--- config.mk ---
export PLATFORM = sky130hd
export DESIGN_NAME = mem8_arb
export DESIGN_NICKNAME = d
export VERILOG_FILES = /design/src/rtl/mem8_arb.sv
export SDC_FILE = /design/constraint.sdc
export NUM_CORES = 1
export LEC_CHECK = 0
export BUFFER_PORTS_ARGS = -buffer_cell sky130_fd_sc_hd__buf_2
export CAP_MARGIN = 20
export CORE_ASPECT_RATIO = 1.25
export CORE_MARGIN = 8
export CORE_UTILIZATION = 42
export CTS_BUF_LIST = sky130_fd_sc_hd__clkbuf_16
export CTS_CLUSTER_SIZE = 24
export DETAILED_ROUTE_END_ITERATION = 8
export PLACE_DENSITY = 0.91
export SYNTH_ARGS = -nofsm -noshare
export SYNTH_HDL_FRONTEND = slang
export SYNTH_SLANG_ARGS = --single-unit
--- constraint.sdc ---
create_clock -name clk -period 3 [get_ports clk]
set_input_delay 0.3 -clock clk [delete_from_list [all_inputs] [get_ports clk]]
set_output_delay 0.3 -clock clk [all_outputs]
set_load 0.03 [all_outputs]
--- src/rtl/mem8_arb.sv ---
// Two-requester byte-RAM arbiter: core (port 0) normally wins, host (port 1) gets forced
// priority after MAX_WAIT starved cycles and may lock the port for bursts. Optional grant
// counters are built when MEM8_ARB_STAT_EN is defined.
module mem8_arb #(
  parameter int ASZ      = 17,
  parameter int MAX_WAIT = 8
) (
  input  logic           clk,
  input  logic           rst_n,
  input  logic           req0,
  input  logic           we0,
  input  logic [ASZ-1:0] addr0,
  input  logic [7:0]     wdata0,
  output logic           ack0,
  output logic           rvld0,
  output logic [7:0]     rdata0,
  input  logic           req1,
  input  logic           we1,
  input  logic           lock1,
  input  logic [ASZ-1:0] addr1,
  input  logic [7:0]     wdata1,
  output logic           ack1,
  output logic           rvld1,
  output logic [7:0]     rdata1,
  output logic [ASZ-1:0] mem_addr,
  output logic           mem_we,
  output logic [7:0]     mem_wdata,
  input  logic [7:0]     mem_rdata
`ifdef MEM8_ARB_STAT_EN
  ,
  output logic [31:0]    gnt_cnt0,
  output logic [31:0]    gnt_cnt1
`endif
);

  typedef enum logic [1:0] {IDLE, OWN0, OWN1} state_t;

  localparam logic [7:0] WAIT_MAX = 8'(MAX_WAIT);

  state_t     state, state_nxt;
  logic [7:0] wait1;
  logic [7:0] hold0, hold1;

  always_comb begin
    ack0      = 1'b0;
    ack1      = 1'b0;
    mem_we    = 1'b0;
    mem_addr  = addr0;
    mem_wdata = wdata0;
    case (state)
      OWN0: begin
        ack0   = req0;
        mem_we = req0 & we0;
      end
      OWN1: begin
        ack1      = req1;
        mem_we    = req1 & we1;
        mem_addr  = addr1;
        mem_wdata = wdata1;
      end
      default: ;
    endcase
  end

  // Lock only counts while port 1 already owns the RAM.
  always_comb begin
    state_nxt = IDLE;
    if (state == OWN1 && req1 && lock1)
      state_nxt = OWN1;
    else if (req1 && wait1 >= WAIT_MAX)
      state_nxt = OWN1;
    else if (req0)
      state_nxt = OWN0;
    else if (req1)
      state_nxt = OWN1;
  end

  always_ff @(posedge clk or negedge rst_n) begin
    if (!rst_n) state <= IDLE;
    else        state <= state_nxt;
  end

  always_ff @(posedge clk or negedge rst_n) begin
    if (!rst_n)
      wait1 <= '0;
    else if (ack1 || !req1)
      wait1 <= '0;
    else if (wait1 < WAIT_MAX)
      wait1 <= wait1 + 8'd1;
  end

  // RAM data arrives one cycle after the address; hold it for the requester afterwards.
  always_ff @(posedge clk or negedge rst_n) begin
    if (!rst_n) begin
      rvld0 <= 1'b0;
      rvld1 <= 1'b0;
      hold0 <= '0;
      hold1 <= '0;
    end else begin
      rvld0 <= ack0 & ~we0;
      rvld1 <= ack1 & ~we1;
      if (rvld0) hold0 <= mem_rdata;
      if (rvld1) hold1 <= mem_rdata;
    end
  end

  assign rdata0 = rvld0 ? mem_rdata : hold0;
  assign rdata1 = rvld1 ? mem_rdata : hold1;

`ifdef MEM8_ARB_STAT_EN
  always_ff @(posedge clk or negedge rst_n) begin
    if (!rst_n) begin
      gnt_cnt0 <= '0;
      gnt_cnt1 <= '0;
    end else begin
      if (ack0) gnt_cnt0 <= gnt_cnt0 + 32'd1;
      if (ack1) gnt_cnt1 <= gnt_cnt1 + 32'd1;
    end
  end
`else
  // Grant statistics not built.
`endif

endmodule

==> impl_metrics.yaml <==
yosys:
  ys_warn_count: 0
  synth_cell_types: 25
  async_flop_share_pct: 100.0
  syn_avg_cell_area_sq_um: 12.77
  syn-cell-area_sq_um: 1443
  synth_nets: 182
  synthFlopType: "dfrtp_1"
  ys_ff_latch: 28
  netlist_instances: 113
  synth-edff-count: 0
  seq_area_frac_synth_pct: 48.57
power:
  vdd_drop_max_mv: 0.4764
  p_leak_nw: 1.127
  cellPowerDensity_nw_per_um2: 553.8
global_routing:
  antenna_found_initial: 1
  grt_pass1_vias: 1491
  grt_pass1_wl_um: 6872
  grt.busiest_layer: "met2"
  grtUsageMet1_pct: 16.80
  met3_usage_pct: 8.458
  grt_max_degree: 30
  grt_overflow: 0
  met2_usage_pct: 27.77
  grt_usage_pct: 16.37
setup_path:
  required_ps: 2700
  worstPathMaxFanout: 26
  startpoint: "state[0]"
  cp-end-kind: "primary output"
  r2r_start: "state[0]"
  crit_path_start_kind: "register"
  path_class: "reg -> out"
  arrival_ps: 1720
sta:
  fin_skew_ps: 2.675
  tightest_slew_ps: 610.2
  setup_viol: 0
  slew_viol_final: 0
  fin_setup_tns_ps: 0
  period_needed_ps: 2024
  relSlewSlack_pct: 59.32
  rsz0062_at_grt: "false"
  hold_violations: 0
  post-route-period-util_pct: 67.45
  clock.fmax_mhz: 494.2
finish:
  utilization_pct: 62.65
  final_common_cell: "buf_2"
  final_cell_mix: "buf_2 (110), mux2_2 (41), dfrtp_1 (28)"
  finalNetCount: 293
  layout-drive-gt1-share_pct: 71.75
  diodes: 0
  synthToLayoutAreaGrowth_pct: 47.35
floorplan:
  die_area_sq_um: 5578
  ioPinCount: 111
  rows: 24
  die_y_um: 81.53
  core-area_sq_um: 3393
  dieWidth_um: 68.42
  start_util_pct: 42.51
hold_path:
  hp-class: "in -> async"
placed_design:
  io_buffers: 110
  dp_hpwl_um: 4018
  gp_congestion: 0.7555
detailed_routing:
  firstDrtPassIters: 4
  vias: 1323
  ant_nets: 0
  drcViolationCount: 0
  drt_iter0_markers: 11
  wire_per_inst_um: 17.33
  drt-total-wl_um: 4540
  vias_per_cell: 5.050
run:
  max_cap_viol_count: 0
outcome:
  status: "finished clean"
clock_network:
  worstSkewPairLatency_ps: 260
  cts_setup_buffers: 0
  clk_path_buf_depth: 2
  clkSlewWorstSetupHoldPaths_ps: 60
  clock-sinks: 28
  cts_tree: "done"
  h-tree-depth: 1
  cts_resized: 0
  hold_buffers: 0
  cts-root-buf: "clkbuf_16"
  cts_buffers: 3
==> where the power goes <==
part | leakage (nW) | internal, W | switching (W)
Combinational | 0.734 | 0.000159 | 0.000271
Sequential | 0.355 | 0.000435 | 0.0000200
Clock | 0.0385 | 0.000178 | 0.000114
Total | 1.13 | 0.000773 | 0.000405
==> cells by family (layout without fill, tap and decap cells) <==
kind of cell    count (synthesis)  after routing  share of synthesized area (%)
flops                          28             28                          48.57
compound gates                 10             10                          4.424
buf+inv                        10            120                          2.689
mux                            41             41                          32.00
fa+ha+maj                       4              4                          3.469
simple gates                   20             20                          8.848
==> sequential cells by signal, indices dropped and copies added, names as in the netlist <==
name / cells
hold0: 8
hold1: 8
wait1: 8
state: 2
rvld0: 1
rvld1: 1
==> per-layer routing <==
layer | vias to the layer above | wire length [um]
met5 | - | 11
met4 | 2 | 55
met3 | 7 | 724
met2 | 98 | 2107
met1 | 598 | 1641
li1 | 618 | -
==> synth_stat cells (2+ instances only) <==
cell      count  area (sq um)
a21oi_1       4         20.02
and2_1        5         31.28
buf_1         2         7.510
clkbuf_1      2         7.510
dfrtp_1      28         700.7
ha_1          4         50.05
inv_1         5         18.77
mux2_2       41         461.7
nand2_1       3         11.26
nor2b_1       3         18.77
o21ai_0       2         10.01
==> final cells by class <==
class | instances | area, sq um
clock inverters | 1 | 3.754
inverters | 5 | 18.77
well taps | 39 | 48.80
fillers | 285 | 1267
clock buffers | 3 | 75.07
repair buffers | 111 | 575.6
multi-input cells | 75 | 703.2
flip-flops and latches | 28 | 700.7
==> stage by stage <==
| step | hold slack, ps | area (sq um) | power (W) | instances | setup slack (ps) |
|---|---|---|---|---|---|
| after detailed placement | 343.3 | 2022 | 0.0008961 | 257 | 730.3 |
| after floorplan | 4.409 | 1443 | 0.0007449 | 113 | 1042 |
| final | 48.54 | 2126 | 0.001177 | 262 | 976.5 |
| after CTS | 66.43 | 2101 | 0.001193 | 261 | 444.9 |
| after global routing | 93.91 | 2126 | 0.001241 | 262 | 912.9 |
| after global placement | 333.9 | 2022 | 0.0008809 | 257 | 743.2 |
==> worst max-delay path, cell delays in order (launching register included) <==
cell,delay (ps)
dfrtp_1,380
inv_1,60
ha_1,240
clkbuf_16,240
mux2_2,350
buf_2,190
==> path summary, 6_finish.rpt <==
check                      slack (ps)  cells after the start            to
setup reg to reg                 1320                      6      wait1[2]
min in group clk                  200                      2         rvld0
setup / recovery                  980                      5  mem_addr[11]
max in group asynchronous        2550                      1      hold0[7]
hold reg to reg                   500                      1      hold0[2]
hold / removal                     50                      1         rvld0
(Power assumes the default switching activity.)
